--- src/rtl/serial_cmp_pkg.sv ---
// Shared types for the bit-serial magnitude comparator: FSM states, verdict encoding
// and the single-bit GT/EQ/LT compare.
package serial_cmp_pkg;

    typedef enum logic [1:0] {
        StIdle,
        StShift,
        StDone
    } state_e;

    typedef logic [1:0] verdict_t;

    localparam verdict_t CMP_EQ = 2'b00;
    localparam verdict_t CMP_GT = 2'b01;
    localparam verdict_t CMP_LT = 2'b10;

    function automatic verdict_t bit_cmp(input logic a, input logic b);
        verdict_t v;
        if (a && !b) begin
            v = CMP_GT;
        end else if (!a && b) begin
            v = CMP_LT;
        end else begin
            v = CMP_EQ;
        end
        return v;
    endfunction

endpackage

--- src/rtl/serial_cmp_fold.sv ---
// Combinational next-verdict fold. Bit order selected by SERIAL_MAG_COMPARATOR_LSB_FIRST_EN
// (undefined: MSB-first, first differing bit decides).
module serial_cmp_fold
    import serial_cmp_pkg::*;
(
    input  verdict_t verdict_i,
    input  logic     a_bit_i,
    input  logic     b_bit_i,
    output verdict_t verdict_o
);

    verdict_t bit_verdict;

    assign bit_verdict = bit_cmp(a_bit_i, b_bit_i);

`ifdef SERIAL_MAG_COMPARATOR_LSB_FIRST_EN
    // Later bits are more significant, so any difference overwrites.
    assign verdict_o = (bit_verdict != CMP_EQ) ? bit_verdict : verdict_i;
`else
    assign verdict_o = (verdict_i == CMP_EQ) ? bit_verdict : verdict_i;
`endif

endmodule

--- src/rtl/serial_mag_comparator.sv ---
// Bit-serial WIDTH-bit magnitude comparator: FSM, bit counter and registered GT/EQ/LT.
// Bit order follows SERIAL_MAG_COMPARATOR_LSB_FIRST_EN (see serial_cmp_fold).
module serial_mag_comparator
    import serial_cmp_pkg::*;
#(
    parameter int unsigned WIDTH = 8
) (
    input  logic clk_i,
    input  logic rst_ni,
    input  logic start_i,
    input  logic bit_valid_i,
    input  logic a_bit_i,
    input  logic b_bit_i,
    output logic busy_o,
    output logic done_o,
    output logic gt_o,
    output logic eq_o,
    output logic lt_o
);

    localparam int unsigned CntW = $clog2(WIDTH + 1);
    localparam logic [CntW-1:0] LastIdx = CntW'(WIDTH - 1);
    localparam logic [CntW-1:0] CntOne  = CntW'(1);

    state_e          state_q;
    logic [CntW-1:0] cnt_q;
    verdict_t        verdict_q;
    verdict_t        verdict_d;
    logic            busy_q;
    logic            done_q;
    logic            gt_q;
    logic            eq_q;
    logic            lt_q;

    serial_cmp_fold u_fold (
        .verdict_i (verdict_q),
        .a_bit_i   (a_bit_i),
        .b_bit_i   (b_bit_i),
        .verdict_o (verdict_d)
    );

    always_ff @(posedge clk_i or negedge rst_ni) begin
        if (!rst_ni) begin
            state_q   <= StIdle;
            cnt_q     <= '0;
            verdict_q <= CMP_EQ;
            busy_q    <= 1'b0;
            done_q    <= 1'b0;
            gt_q      <= 1'b0;
            eq_q      <= 1'b0;
            lt_q      <= 1'b0;
        end else begin
            done_q <= 1'b0;
            unique case (state_q)
                StIdle, StDone: begin
                    if (start_i) begin
                        state_q   <= StShift;
                        cnt_q     <= '0;
                        verdict_q <= CMP_EQ;
                        busy_q    <= 1'b1;
                    end else begin
                        state_q <= StIdle;
                    end
                end
                StShift: begin
                    if (bit_valid_i) begin
                        cnt_q     <= cnt_q + CntOne;
                        verdict_q <= verdict_d;
                        if (cnt_q == LastIdx) begin
                            // Final verdict includes the bit accepted on this edge.
                            state_q <= StDone;
                            busy_q  <= 1'b0;
                            done_q  <= 1'b1;
                            gt_q    <= (verdict_d == CMP_GT);
                            eq_q    <= (verdict_d == CMP_EQ);
                            lt_q    <= (verdict_d == CMP_LT);
                        end
                    end
                end
                default: begin
                    state_q <= StIdle;
                    busy_q  <= 1'b0;
                end
            endcase
        end
    end

    assign busy_o = busy_q;
    assign done_o = done_q;
    assign gt_o   = gt_q;
    assign eq_o   = eq_q;
    assign lt_o   = lt_q;

endmodule

--- config.mk ---
export PLATFORM = sky130hd
export DESIGN_NAME = serial_mag_comparator
export DESIGN_NICKNAME = d
export VERILOG_FILES = /design/src/rtl/serial_cmp_pkg.sv /design/src/rtl/serial_cmp_fold.sv /design/src/rtl/serial_mag_comparator.sv
export SDC_FILE = /design/constraint.sdc
export NUM_CORES = 1
export LEC_CHECK = 0
export BUFFER_PORTS_ARGS = -buffer_cell sky130_fd_sc_hd__buf_2
export CAP_MARGIN = 10
export CORE_MARGIN = 2
export CORE_UTILIZATION = 25
export CTS_BUF_LIST = sky130_fd_sc_hd__clkbuf_2
export DETAILED_ROUTE_END_ITERATION = 10
export PLACE_DENSITY = 0.39
export SYNTH_ARGS = -nofsm -noshare
export SYNTH_HDL_FRONTEND = slang
export SYNTH_HIERARCHICAL = 1
export SYNTH_SLANG_ARGS = --single-unit
export TNS_END_PERCENT = 100
--- constraint.sdc ---
create_clock -name clk_i -period 1.9 [get_ports clk_i]
set_input_delay 0.095 -clock clk_i [delete_from_list [all_inputs] [get_ports clk_i]]
set_output_delay 0.095 -clock clk_i [all_outputs]
set_load 0.005 [all_outputs]
==> metrics, run 1 <==
Mean Syn Cell Area=11.6 um^2; clk_skew=0.0109 ns; Hold/Removal Path Class=in -> reg; worst r2r src=cnt_q[0]; post-synthesis simple-gate area fraction=20.9%; CTS sink count=13; global route overflow=0; Final setup viols=0; max-cap violations=0; IO Pins=11; mux cell area share after synthesis=10.4%; Crit Path Class=reg -> reg; maximum vdd drop=507 uV; R2R cell count=4; Root Driver=clkbuf_2; post-synthesis cell count=56; largest family of logic cells by synthesized area=simple AND/OR/NAND/NOR gates; Worst-Margin Slew=0.347 ns; Worst R2R End=eq_o; fin. max-slew vios=0; DRC violation count after routing=0; fraction of layout cells with a size suffix above 1=30.0%; port bufs=10; postcts setup bufs=0; DRT Pass-1 Iters=3; most common cell after layout, fill and taps aside=dfrtp_1; CP Launch Type=register; later-pin clock latency in the skew report=0.28 ns; initial antenna violation count=0; Synth Area in Compound Gates=10.6%; fin crit share=80.2%; Post-Syn Nets=63; register area share after synthesis=50.3%; RSZ-0062 raised after global routing=no; hpwl dp=934 um; Inst Count DP=95; nets@finish=78; Critical Path Fanout Max=4; H-tree levels=1; final wirelength=1.25 mm; All-Layer GR Usage=11.1%; Initial Util=26.4%; std cell rows=18; CP delay by family, top=simple AND/OR/NAND/NOR gates; Post-CTS Hold Buffers=1; largest net degree at the start of global routing=14; xor/xnor cell area share of the yosys netlist=2.71%; crit path cell chain=ha_1 -> nand4b_1 -> nor2b_2 -> mux2_2; Die ar.=0.00301 mm^2; setup tns final=0 ns; post-cts resize count=0; worst path arrival time=1.71 ns; post-place setup slack=0.374 ns; Yosys cell types=24; TritonCTS clock tree=done; f_max=0.657 GHz; core box area=0.00245 mm^2; Hold Fails Final Rpt=0; drt first-iter violations=4; Slew HR=76.7%; Slowest-stage cell, CP=dfrtp_1; setup slack, reg-to-reg=0.38 ns; mapped cell area=647 um^2; clock buffer depth=2; PwrDens=1380 mW/mm^2; Yosys reg bits=13; WP data required=2.09 ns; status=completed; post-route ant nets=0; Min-Delay Path Depth=3; drt wl/cell=12.5 um; nature of the critical path endpoint=register; Hold Crit Start=start_i; most frequent cells in the layout=dfrtp_1 (13), buf_2 (10), mux2_2 (5), a22o_1 (5); cts bufs inserted=3; vias=450; hold slack=0.0895 ns; n_diodes=0; worst hold path endpoint=state_q[0]; Avg Vias per Cell=4.50; clock slew at reported path FFs=0.14 ns; crit-path max cell delay=0.43 ns; GPL Wtd Cong=0.707; Final WS setup=0.377 ns; global-route wire length before repair=2.20 mm; Chip Width=54.9 um; vias in the first global route=476; post-synthesis adder-cell area fraction=1.93%; die boundary height=54.9 um; Ys Warns=6; Static Leak=0.000372 uW; Layout area overhead=16.8%; Post-Layout Cell Count=100; Period minus WS final=1.52 ns; CP bufs+invs=0
cell families after synthesis:
group                      count (synthesis)
adders and majority gates                  1
buffers and inverters                      3
and+or+nand+nor                           22
xor gates and xnor gates                   2
muxes                                      6
AOI/OAI and AO/OA                          9
DFF                                       13
per-layer routing:
metal	GRT usage, %	up-vias	part of all wire (%)
li1	-	226	-
met1	14.3	212	48
met5	0	-	0
met4	7.50	0	2.2
met2	15.7	8	46
met3	3.55	4	3.8
power breakdown:
| part | internal, uW | switching (uW) | total, uW |
|---|---|---|---|
| Clock | 55.8 | 97.7 | 154 |
| Combinational | 243 | 174 | 417 |
| Sequential | 385 | 87.1 | 472 |
cell usage after synthesis:
master	n	area (um^2)
a21o_1	2	15.0
a22o_1	5	43.8
and2_1	1	6.26
and2b_1	1	7.51
buf_2	1	5.00
buf_6	1	11.3
dfrtp_1	13	325
ha_1	1	12.5
inv_1	1	3.75
mux2_1	1	11.3
mux2_2	5	56.3
nand2_1	2	7.51
nand2b_1	1	6.26
nand3_1	2	10.0
nand3b_1	2	15.0
nand4b_1	1	8.76
nor2_1	4	15.0
nor2b_1	3	18.8
nor2b_2	1	8.76
nor3b_1	2	15.0
o21ai_0	2	10.0
or2_1	1	6.26
or4b_1	1	10.0
xnor2_1	2	17.5
state kept, by name (all words and copies together) (netlist names):
register   cells
verdict_q      2
lt_o           1
eq_o           1
cnt_q          4
busy_o         1
gt_o           1
done_o         1
state_q        2
final cells by class:
class	count	area [um^2]
Sequential cell	13	325
Tap cell	30	37.5
Fill cell	255	1700
Clock buffer	4	20.0
Timing Repair Buffer	12	67.6
Inverter	1	3.75
Multi-Input combinational cell	40	302
through the flow:
step	utilization [%]	instance area [um^2]	power, uW
final	30.8	756	1040
after global routing	30.8	756	1150
after CTS	30.8	756	1060
after detailed placement	29.6	726	899
after global placement	29.6	726	896
after floorplan	-	647	776
worst max-delay path by stage:
stage | startpoint | end | slack, ns | cells after the start
floorplan | cnt_q[0] | eq_o | 0.53 | 4
global placement | cnt_q[0] | lt_o | 0.41 | 4
detailed placement | cnt_q[0] | gt_o | 0.37 | 4
CTS | cnt_q[0] | lt_o | 0.36 | 4
global route | cnt_q[0] | lt_o | 0.28 | 4
finish | cnt_q[0] | eq_o | 0.38 | 4
worst reg2reg max path: stages (launching register included):
cell,delay [ns]
dfrtp_1,0.43
ha_1,0.19
nand4b_1,0.22
nor2b_2,0.25
mux2_2,0.36
Power figures use the tool's default switching activity.
==> run 2, diff against run 1 <==
==> constraint.sdc (replaced) <==
create_clock -name clk_i -period 1.6 [get_ports clk_i]
set_input_delay 0.08 -clock clk_i [delete_from_list [all_inputs] [get_ports clk_i]]
set_output_delay 0.08 -clock clk_i [all_outputs]
set_load 0.005 [all_outputs]
==> metrics, run 2 (same netlist as run 1, synthesis figures left out) <==
vias in the first global route=471; worst path arrival time=1.63 ns; Avg Vias per Cell=4.51; Crit Path Class=reg -> reg; DRT Pass-1 Iters=3; status=completed; Inst Count DP=97; Die ar.=0.00301 mm^2; Static Leak=0.000381 uW; CP Launch Type=register; Biggest register=cnt_q; nets@finish=80; global-route wire length before repair=2.08 mm; CTS sink count=13; Largest regs=cnt_q x4, state_q x2, verdict_q x2; Worst Setup SP=cnt_q[0]; maximum vdd drop=664 uV; Slowest-stage cell, CP=dfrtp_1; Post-Layout Cell Count=102; postcts setup bufs=0; cts bufs inserted=3; final wirelength=1.19 mm; hpwl dp=910 um; Critical Path Fanout Max=4; RSZ-0062 raised after global routing=no; fraction of layout cells with a size suffix above 1=31.9%; Slew HR=78.1%; post-route ant nets=0; setup tns final=0 ns; Period minus WS final=1.48 ns; clock share of power=13.8%; die boundary height=54.9 um; clock slew at reported path FFs=0.13 ns; std cell rows=18; most common cell after layout, fill and taps aside=dfrtp_1; All-Layer GR Usage=10.2%; Worst-Margin Slew=0.327 ns; Hold Fails Final Rpt=0; most frequent cells in the layout=dfrtp_1 (13), buf_2 (10), mux2_2 (5), a22o_1 (5); FF+latch area=325 um^2; Metal-1 WL=579 um; Largest register FFs=4; Critical Path End=gt_o; R2R cell count=4; Initial Util=26.4%; fin. max-slew vios=0; area of the multi-input gates=302 um^2; clk_skew=0.00622 ns; IO Pins=11; crit-path max cell delay=0.43 ns; Comb power frac=41.0%; worst r2r src=cnt_q[0]; met2 wire length=550 um; TritonCTS clock tree=done; DRC violation count after routing=0; largest net degree at the start of global routing=14; drt first-iter violations=1; drt wl/cell=11.6 um; GPL Wtd Cong=0.658; sw frac=33.5%; met3 wire len=47 um; initial antenna violation count=0; f_max=0.676 GHz; vias=460; Worst R2R End=gt_o; setup slack, reg-to-reg=0.12 ns; Chip Width=54.9 um; core box area=0.00245 mm^2; Seq pwr share=45.2%; n_diodes=0; Fillers=254; Final setup viols=0; Root Driver=clkbuf_2; global route overflow=0; fin crit share=92.4%; Layout area overhead=19.1%; post-cts resize count=0; crit path cell chain=ha_1 -> nand4b_1 -> nor2b_2 -> mux2_2; DR top layer=met4; nature of the critical path endpoint=register; Post-CTS Hold Buffers=1; H-tree levels=1; port bufs=10; PwrDens=1610 mW/mm^2; clock buffer depth=2; sw power=416 uW; WP data required=1.76 ns; later-pin clock latency in the skew report=0.26 ns; max-cap violations=0; design internal power=824 uW; Hold/Removal Path Class=in -> reg
run 2: cell count changes in the layout (fill, tap and decap cells not counted):
cell and change:
buf_4 +2
run 2: area by class of cell:
class                   count  share of cell area (%)
well taps                  30                    4.87
clock buffers               4                    2.60
flip-flops and latches     13                    42.2
multi-input cells          40                    39.1
inverters                   1                   0.487
repair buffers             14                    10.7
run 2: critical path: cells and delay by family (launching register included):
| kind | cells | cell delay (ns) |
|---|---|---|
| flops | 1 | 0.43 |
| simple gates | 2 | 0.39 |
| mux | 1 | 0.36 |
| fa+ha+maj | 1 | 0.19 |
run 2: through the flow:
stage	area, um^2	utilization [%]	setup WS [ns]	power [uW]	hold slack [ns]
final	771	31.4	0.121	1240	0.0879
after global routing	771	31.4	0.0251	1360	0.0999
after CTS	771	31.4	0.101	1270	0.0724
after detailed placement	741	30.2	0.141	1080	-0.0131
after global placement	741	30.2	0.158	1080	-0.00150
after floorplan	647	-	0.230	921	-0.216
run 2: how the worst min path moves through the flow:
stage / start / endpoint / slack, ns / cells past startpoint
2_1_floorplan: rst_ni / busy_o / -0.22 / 0
3_3_place_gp: rst_ni / cnt_q[2] / -0.001 / 1
3_5_place_dp: rst_ni / cnt_q[0] / -0.01 / 1
4_1_cts: start_i / state_q[0] / 0.07 / 3
5_1_grt: start_i / state_q[0] / 0.1 / 3
6_report: start_i / state_q[0] / 0.09 / 3
run 2: metal layers:
metal / up-vias / global-route usage (%)
met4: 0 / 5.00
li1: 228 / -
met2: 6 / 15.3
met3: 2 / 3.55
met5: - / 0
met1: 224 / 13.0
run 2: power by group through the flow:
stage / Sequential, uW / Clock (uW) / Combinational, uW
6_report: 560 / 171 / 508
5_1_grt: 581 / 197 / 586
4_1_cts: 562 / 187 / 518
3_5_place_dp: 568 / 0 / 511
3_3_place_gp: 568 / 0 / 512
2_1_floorplan: 551 / 0 / 370
==> run 3, diff against run 2 <==
--- a/config.mk
+++ b/config.mk
@@ -5,13 +5,14 @@
 export SDC_FILE = /design/constraint.sdc
 export NUM_CORES = 1
 export LEC_CHECK = 0
-export BUFFER_PORTS_ARGS = -buffer_cell sky130_fd_sc_hd__buf_2
+export ABC_CLOCK_PERIOD_IN_PS = 1600
 export CAP_MARGIN = 10
-export CORE_MARGIN = 2
-export CORE_UTILIZATION = 25
+export CORE_AREA = 2 2 39 41
 export CTS_BUF_LIST = sky130_fd_sc_hd__clkbuf_2
 export DETAILED_ROUTE_END_ITERATION = 10
-export PLACE_DENSITY = 0.39
+export DIE_AREA = 0 0 41 43
+export DONT_BUFFER_PORTS = 1
+export PLACE_DENSITY = 0.6
 export SYNTH_ARGS = -nofsm -noshare
 export SYNTH_HDL_FRONTEND = slang
 export SYNTH_HIERARCHICAL = 1
==> metrics, run 3 (same netlist as run 1, synthesis figures left out) <==
most frequent cells in the layout=dfrtp_1 (13), mux2_2 (5), a22o_1 (5), nor2_1 (4), clkbuf_2 (4); Final setup viols=0; Final Util=51.7%; DRT Pass-1 Iters=4; Initial Util=46.7%; TritonCTS clock tree=done; nets@finish=71; fraction of layout cells with a size suffix above 1=19.0%; status=completed; Slew HR=60.8%; std cell rows=14; CP Launch Type=register; maximum vdd drop=700 uV; postcts setup bufs=0; Die ar.=0.00176 mm^2; setup tns final=0 ns; Hold Fails Final Rpt=0; n_diodes=0; fin crit share=88.8%; drt wl/cell=13.4 um; global-route wire length before repair=1.87 mm; Largest register FFs=4; f_max=0.704 GHz; core box area=0.00138 mm^2; nature of the critical path endpoint=register; clock slew at reported path FFs=0.13 ns; Pwr Total=1180 uW; WP data required=1.76 ns; IO Pins=11; cts bufs inserted=3; port bufs=0; worst path arrival time=1.58 ns; max-cap violations=0; GPL Wtd Cong=0.677; final wirelength=1.06 mm; post-route ant nets=0; Root Driver=clkbuf_2; Hold/Removal Path Class=in -> reg; Worst-Margin Slew=0.586 ns; crit-path max cell delay=0.41 ns; vias in the first global route=433; drt first-iter violations=4; DRC violation count after routing=0; Static Leak=0.000339 uW; die boundary height=43 um; Period minus WS final=1.42 ns; CP delay by family, top=flip-flops; clk_skew=0.00449 ns; initial antenna violation count=0; RSZ-0062 raised after global routing=no; hpwl dp=763 um; Crit Path Class=reg -> reg; Biggest register=cnt_q; All-Layer GR Usage=16.2%; most common cell after layout, fill and taps aside=dfrtp_1; post-cts resize count=0; global route overflow=0; Largest regs=cnt_q x4, state_q x2, verdict_q x2; Critical Path Fanout Max=4; CP bufs+invs=0; H-tree levels=1; Final WS setup=0.179 ns; Chip Width=41 um; Layout area overhead=10.6%; CTS sink count=13; crit path cell chain=ha_1 -> nand4b_1 -> nor2b_2 -> mux2_2; later-pin clock latency in the skew report=0.26 ns; vias=416; PwrDens=1650 mW/mm^2; hold slack=0.00952 ns; Slowest-stage cell, CP=dfrtp_1; post-place setup slack=0.184 ns; clock buffer depth=2; largest net degree at the start of global routing=14; Avg Vias per Cell=5.27; fin. max-slew vios=0
==> run 3: cell types whose count changed in the layout (fill, tap and decap cells not counted), sizes merged <==
cell and change:
dlygate4sd3 +2, buf -11
==> run 3: where the power goes <==
part,internal [uW],switching (uW)
Sequential,458,110
Combinational,260,181
Clock,66.3,103
==> run 3: layout make-up <==
| cell class | count | area (um^2) |
|---|---|---|
| Clock buffer | 4 | 20.0 |
| Timing Repair Buffer | 5 | 45.0 |
| Tap cell | 16 | 20.0 |
| Fill cell | 128 | 668 |
| Multi-Input combinational cell | 40 | 302 |
| Sequential cell | 13 | 325 |
| Inverter | 1 | 3.75 |
==> run 3: through the flow <==
step                      instances  instance area [um^2]
after detailed placement         72                   666
after global routing             79                   716
final                            79                   716
after global placement           72                   666
after floorplan                  56                   647
after CTS                        78                   706
==> run 3: path summary, 6_finish.rpt <==
path,start,end,slack [ns],cells past startpoint
setup / recovery,cnt_q[1],eq_o,0.18,4
hold / removal,start_i,busy_o,0.01,2
setup reg to reg,cnt_q[1],eq_o,0.18,4
hold reg to reg,eq_o,eq_o,0.56,1
max in group asynchronous,rst_ni,busy_o,0.98,1
min in group asynchronous,rst_ni,verdict_q[1],0.24,1
==> run 3: metal layers <==
layer | global-route usage (%) | vias up | wire [um]
met2 | 20.9 | 6 | 465
met3 | 3.66 | 2 | 42
met4 | 10.0 | 0 | 15
met5 | 0 | - | 0
li1 | - | 212 | -
met1 | 23.5 | 196 | 534
==> run 3: timing repair <==
action,CTS,global route
hold endpoints to repair,14,1
hold buffers,2,1
endpoints found under the setup margin,0,0
